## config.mk

```make
export PLATFORM = sky130hd
export DESIGN_NAME = spi_word_port
export DESIGN_NICKNAME = d
export VERILOG_FILES = /design/src/rtl/spi_word_port.sv
export SDC_FILE = /design/constraint.sdc
export NUM_CORES = 1
export LEC_CHECK = 0
export CORE_MARGIN = 10
export CORE_UTILIZATION = 45
export CTS_CLUSTER_SIZE = 28
export DETAILED_ROUTE_END_ITERATION = 10
export GPL_ROUTABILITY_DRIVEN = 0
export HOLD_SLACK_MARGIN = 0.1
export PLACE_DENSITY_LB_ADDON = 0.25
export SLEW_MARGIN = 20
export SYNTH_ARGS = -nofsm -noshare
export SYNTH_HDL_FRONTEND = slang
export SYNTH_SLANG_ARGS = --single-unit
export TNS_END_PERCENT = 100
```

## constraint.sdc

```tcl
create_clock -name clk -period 2.4 [get_ports clk]
set_input_delay 0.36 -clock clk [delete_from_list [all_inputs] [get_ports clk]]
set_output_delay 0.36 -clock clk [all_outputs]
set_load 0.02 [all_outputs]
```

## src/rtl/spi_word_port.sv

```systemverilog
// spi_word_port
// Word-wide access adapter in front of a byte-wide SPI RAM controller.
// A 16-bit read or write request is split into two byte transactions
// (address A, then A+1) on the controller's start/busy handshake. Read bytes
// are reassembled little-endian: byte at A -> [7:0], byte at A+1 -> [15:8].
//
// Optional feature macro: SPI_WORD_PREFETCH_EN
//   When defined, every completed read is followed by a speculative fetch of
//   the next sequential word (A+2) into a one-word buffer. A later read that
//   hits the buffer completes one cycle after acceptance. Any write
//   invalidates the buffer.
//
// Ports
//   clk, rst_n          clock, synchronous active-low reset
//   req_addr/req_read/req_write/req_wdata   CPU request, sampled when ready=1
//   ready               idle and accepting a request
//   rsp_valid           one-cycle completion pulse
//   rsp_rdata           last read word, held until the next read completes
//   ram_addr/ram_wdata  registered byte address / write byte to controller
//   ram_start_read/ram_start_write  one-cycle start pulses
//   ram_rdata/ram_busy  controller read byte and busy flag
module spi_word_port #(
  parameter int ADDR_BITS = 16
) (
  input  logic                 clk,
  input  logic                 rst_n,
  input  logic [ADDR_BITS-1:0] req_addr,
  input  logic                 req_read,
  input  logic                 req_write,
  input  logic [15:0]          req_wdata,
  output logic                 ready,
  output logic                 rsp_valid,
  output logic [15:0]          rsp_rdata,
  output logic [ADDR_BITS-1:0] ram_addr,
  output logic [7:0]           ram_wdata,
  output logic                 ram_start_read,
  output logic                 ram_start_write,
  input  logic [7:0]           ram_rdata,
  input  logic                 ram_busy
);

  typedef enum logic [3:0] {
    IDLE,
    LO_ISSUE,
    LO_ARM,
    LO_WAIT,
    HI_ISSUE,
    HI_ARM,
    HI_WAIT,
    DONE
`ifdef SPI_WORD_PREFETCH_EN
    ,
    PF_LO_ISSUE,
    PF_LO_ARM,
    PF_LO_WAIT,
    PF_HI_ISSUE,
    PF_HI_ARM,
    PF_HI_WAIT
`endif
  } state_t;

  state_t               state, state_nxt;
  logic [ADDR_BITS-1:0] addr_q;
  logic [15:0]          wdata_q;
  logic                 op_wr;
  logic [7:0]           asm_lo;
  logic                 accept;
  logic                 pf_hit;

`ifdef SPI_WORD_PREFETCH_EN
  logic                 pf_valid;
  logic [ADDR_BITS-1:0] pf_addr;
  logic [15:0]          pf_data;
  logic [7:0]           pf_lo;

  // Writes never hit: they must reach the RAM and kill the buffer.
  assign pf_hit = pf_valid && !req_write && (req_addr == pf_addr);
`else
  assign pf_hit = 1'b0;
`endif

  // Outputs decoded from state are qualified by rst_n so nothing is
  // presented to the controller or the CPU during a reset cycle.
  assign ready     = rst_n && (state == IDLE);
  assign rsp_valid = rst_n && (state == DONE);
  assign accept    = ready && (req_read || req_write);

  always_comb begin
    ram_start_write = 1'b0;
    ram_start_read  = 1'b0;
    if (rst_n) begin
      if (state == LO_ISSUE || state == HI_ISSUE) begin
        ram_start_write = op_wr;
        ram_start_read  = !op_wr;
      end
`ifdef SPI_WORD_PREFETCH_EN
      if (state == PF_LO_ISSUE || state == PF_HI_ISSUE)
        ram_start_read = 1'b1;
`endif
    end
  end

  always_comb begin
    state_nxt = state;
    case (state)
      IDLE:     if (accept) state_nxt = pf_hit ? DONE : LO_ISSUE;
      LO_ISSUE: state_nxt = LO_ARM;
      // Controller raises busy only the cycle after start; skip one cycle
      // so a stale busy=0 is not mistaken for completion.
      LO_ARM:   state_nxt = LO_WAIT;
      LO_WAIT:  if (!ram_busy) state_nxt = HI_ISSUE;
      HI_ISSUE: state_nxt = HI_ARM;
      HI_ARM:   state_nxt = HI_WAIT;
      HI_WAIT:  if (!ram_busy) state_nxt = DONE;
`ifdef SPI_WORD_PREFETCH_EN
      DONE:        state_nxt = op_wr ? IDLE : PF_LO_ISSUE;
      PF_LO_ISSUE: state_nxt = PF_LO_ARM;
      PF_LO_ARM:   state_nxt = PF_LO_WAIT;
      PF_LO_WAIT:  if (!ram_busy) state_nxt = PF_HI_ISSUE;
      PF_HI_ISSUE: state_nxt = PF_HI_ARM;
      PF_HI_ARM:   state_nxt = PF_HI_WAIT;
      PF_HI_WAIT:  if (!ram_busy) state_nxt = IDLE;
`else
      DONE:     state_nxt = IDLE;
`endif
      default:  state_nxt = IDLE;
    endcase
  end

  always_ff @(posedge clk) begin
    if (!rst_n) begin
      state     <= IDLE;
      addr_q    <= '0;
      wdata_q   <= '0;
      op_wr     <= 1'b0;
      asm_lo    <= '0;
      rsp_rdata <= '0;
      ram_addr  <= '0;
      ram_wdata <= '0;
`ifdef SPI_WORD_PREFETCH_EN
      pf_valid  <= 1'b0;
      pf_addr   <= '0;
      pf_data   <= '0;
      pf_lo     <= '0;
`endif
    end else begin
      state <= state_nxt;
      case (state)
        IDLE: if (accept) begin
          addr_q    <= req_addr;
          wdata_q   <= req_wdata;
          op_wr     <= req_write;   // write wins when both are asserted
          ram_addr  <= req_addr;
          ram_wdata <= req_wdata[7:0];
`ifdef SPI_WORD_PREFETCH_EN
          if (req_write) pf_valid <= 1'b0;
          if (pf_hit)    rsp_rdata <= pf_data;
`endif
        end
        LO_WAIT: if (!ram_busy) begin
          if (!op_wr) asm_lo <= ram_rdata;
          ram_addr  <= addr_q + ADDR_BITS'(1);
          ram_wdata <= wdata_q[15:8];
        end
        // Response word becomes visible together with rsp_valid.
        HI_WAIT: if (!ram_busy && !op_wr) rsp_rdata <= {ram_rdata, asm_lo};
`ifdef SPI_WORD_PREFETCH_EN
        DONE: if (!op_wr) begin
          ram_addr <= addr_q + ADDR_BITS'(2);
          pf_addr  <= addr_q + ADDR_BITS'(2);
          pf_valid <= 1'b0;
        end
        PF_LO_WAIT: if (!ram_busy) begin
          pf_lo    <= ram_rdata;
          ram_addr <= pf_addr + ADDR_BITS'(1);
        end
        PF_HI_WAIT: if (!ram_busy) begin
          pf_data  <= {ram_rdata, pf_lo};
          pf_valid <= 1'b1;
        end
`endif
        default: ;
      endcase
    end
  end

endmodule

```

==> metrics <==
outcome=finished clean; antenna cells=0; peak supply drop=495 uV; Final period util=96.0%; Worst Hold Slack=0.458 ns; flops & latches, synth=76; syn nets=418; Post-synth top flop=dfxtp_1; FMAX=434 MHz; Syn Std Cell Area=3320 um2; top post-synthesis cells by area=dfxtp_1, nand2_1, mux2i_1; Vias/cell=5.33; nets@finish=506; Post-Synth Adder-Cell Area=0.376%; hold path depth=2; register area share after synthesis=45.8%; core area=7210 um2; most frequent cell after synthesis=dfxtp_1; Synth area leader=dfxtp_1; Commonest cells post-synth=dfxtp_1, nand2_1, nor2_1; first-pass GRT wire length=14.5 mm; placed cells=548; Comb pwr share=19.3%; Syn Inst Count=372; Worst Hold Launch=wdata_q[8]$_SDFFE_PN0P_; postcts setup bufs=0; sw power=0.883 mW; later-pin clock latency in the skew report=0.34 ns; DP HPWL=6.62 mm; Post-synth EDFFs=0; Sequential Power Share=46.5%; H-tree depth=3; r2r startpoint=state[2]$_SDFFE_PN0P_; final hold violations=0; CTS Buf Count=9; CP Class=flop to output port; largest family of logic cells by synthesized area=simple AND/OR/NAND/NOR gates; P per Cell Area=694 nW/um2; Synth Area in XOR/XNOR=2.63%; Fin Setup TNS=0 ns; Site Rows=31; FF-to-FF End=ram_addr[2]$_SDFFE_PN0P_; Yosys warning count=0; clock root buffer=clkbuf_8; IO Pins=89; RSZ-0062 raised after global routing=false; pin count of the biggest net entering global routing=27; Post-Layout Cell Count=564; Async SR Flop Fraction=0%; CTS tree=built; R2R Setup Slk=0.50 ns; layout cells sized above 1=10.5%; Clock Power Share=34.2%; Leak=1.72 nW; Die X=106 um; Iter 0 DRT Violations=143; gr ovfl total=0; mean cell area of the mapped netlist=8.94 um2; Synth top area share=45.8%; max_slew headroom=68.2%; Starting Density=46.1%; routed len/inst=15.8 um; Reg2Reg Depth=5; Internal=2.29 mW; vias in the first global route=2936; Least-Margin Pin Slew=0.475 ns; drt drc=0; crit path max fanout=8; GRT Resource Usage Total=15.6%; Worst setup SP type=flop; clk slew on worst S/H paths=0.07 ns; Synth cell types=49; Placed Area=4340 um2; minimum clock period=2.30 ns; fin area=4570 um2; Die Height=106 um; antenna violations before repair=0; die area=11200 um2; complex-gate fraction of the synthesized area=16.1%; CTS Buffer Depth=2; # setup viols final=0; Net Sw Frac=27.8%; Routed Antenna Nets=0; Worst Hold End=wdata_q[8]$_SDFFE_PN0P_; DR pass1 iterations=5; Pins Over Slew Limit=0; IO Port Bufs=88; CTS Sinks=76; worst hold path class=flop to flop; Via Count=3004; Critical Path RT=2.04 ns; multiplexer share of the synthesized area=8.17%; Post-Route WL=8.91 mm; CP Data Arrival Time=1.94 ns; Total Power=3.17 mW; CP Capture Type=output port; Max Cap Viol=0; Setup Skew=0.00702 ns; simple-gate share of the synthesized area=21.8%; P&R area growth vs syn=37.5%
-- worst max path at each step --
stage | from | endpoint | cells after the start
after global routing | state[2]$_SDFFE_PN0P_ | ram_start_write | 3
after CTS | state[2]$_SDFFE_PN0P_ | ram_start_read | 3
final | state[2]$_SDFFE_PN0P_ | ram_start_write | 3
after global placement | rst_n | ram_start_read | 4
after detailed placement | rst_n | ram_start_read | 4
after floorplan | rst_n | ram_start_read | 4
-- what timing repair did --
action,in CTS,in global routing
pin swaps,0,0
hold endpoints to repair,0,0
endpoints found under the setup margin,1,1
hold buffers,0,0
resized for setup,1,1
-- final cells by class --
cell class | instances | area (um2)
fill | 640 | 2640
clock inverter | 6 | 87.6
timing repair buffer | 107 | 1050
sequential | 76 | 1520
inverter | 4 | 15.0
clock buffer | 10 | 138
tap | 99 | 124
multi-input combinational | 262 | 1630
-- critical path, stage by stage (launching register included) --
cell and delay, ns:
dfxtp_1 0.52, xor2_1 0.21, and4b_1 0.26, clkdlybuf4s50_1 0.62
-- sequential cells by signal, indices dropped and copies added, names as in the netlist --
name	cells
state	3
addr_q	16
ram_wdata	8
ram_addr	16
rsp_rdata	16
asm_lo	8
wdata_q	8
op_wr	1
-- cells in the final DEF, fill, tap and decap left out, drive strengths merged, types with 3 or more instances in the layout --
master and n:
clkdlybuf4s50 87, dfxtp 76, nand2 71, nor2 41, mux2i 26, buf 19
nand3 14, a21oi 12, o21ai 11, clkbuf 10, xor2 9, a311oi 9
nand4 7, a31oi 7, a221oi 6, a22o 5, nor3 5, inv 4
and4 4, o211ai 4, clkinvlp 3
-- power by group through the flow --
| stage | sequential [mW] | clock, mW | combinational (mW) |
|---|---|---|---|
| 2_1_floorplan | 1.53 | 0 | 0.302 |
| 4_1_cts | 1.48 | 1.11 | 0.617 |
| 5_1_grt | 1.49 | 1.16 | 0.665 |
| 3_3_place_gp | 1.50 | 0 | 0.603 |
| 3_5_place_dp | 1.50 | 0 | 0.613 |
| 6_report | 1.48 | 1.09 | 0.611 |
-- routing by layer --
layer	track usage, %	routed length, um	part of all wire (%)	vias to the layer above
met5	0	0	0	-
met4	4.64	82	0.92	0
met3	6.10	613	6.9	9
met2	27.0	4410	50	81
met1	17.2	3800	43	1421
li1	-	-	-	1493
-- logic make-up after synthesis --
| logic type | after synthesis |
|---|---|
| simple gates | 154 |
| flops | 76 |
| compound gates | 70 |
| buf+inv | 34 |
| mux | 27 |
| xor+xnor | 10 |
| fa+ha+maj | 1 |
-- per-stage QoR --
stage          setup WS, ns  util, %
2_1_floorplan         0.482        -
3_3_place_gp          0.102     60.2
3_5_place_dp         0.0878     60.2
4_1_cts             0.00881     63.3
5_1_grt             0.00402     63.4
6_report             0.0966     63.4
Note: power is estimated with default switching activity, not from simulation.
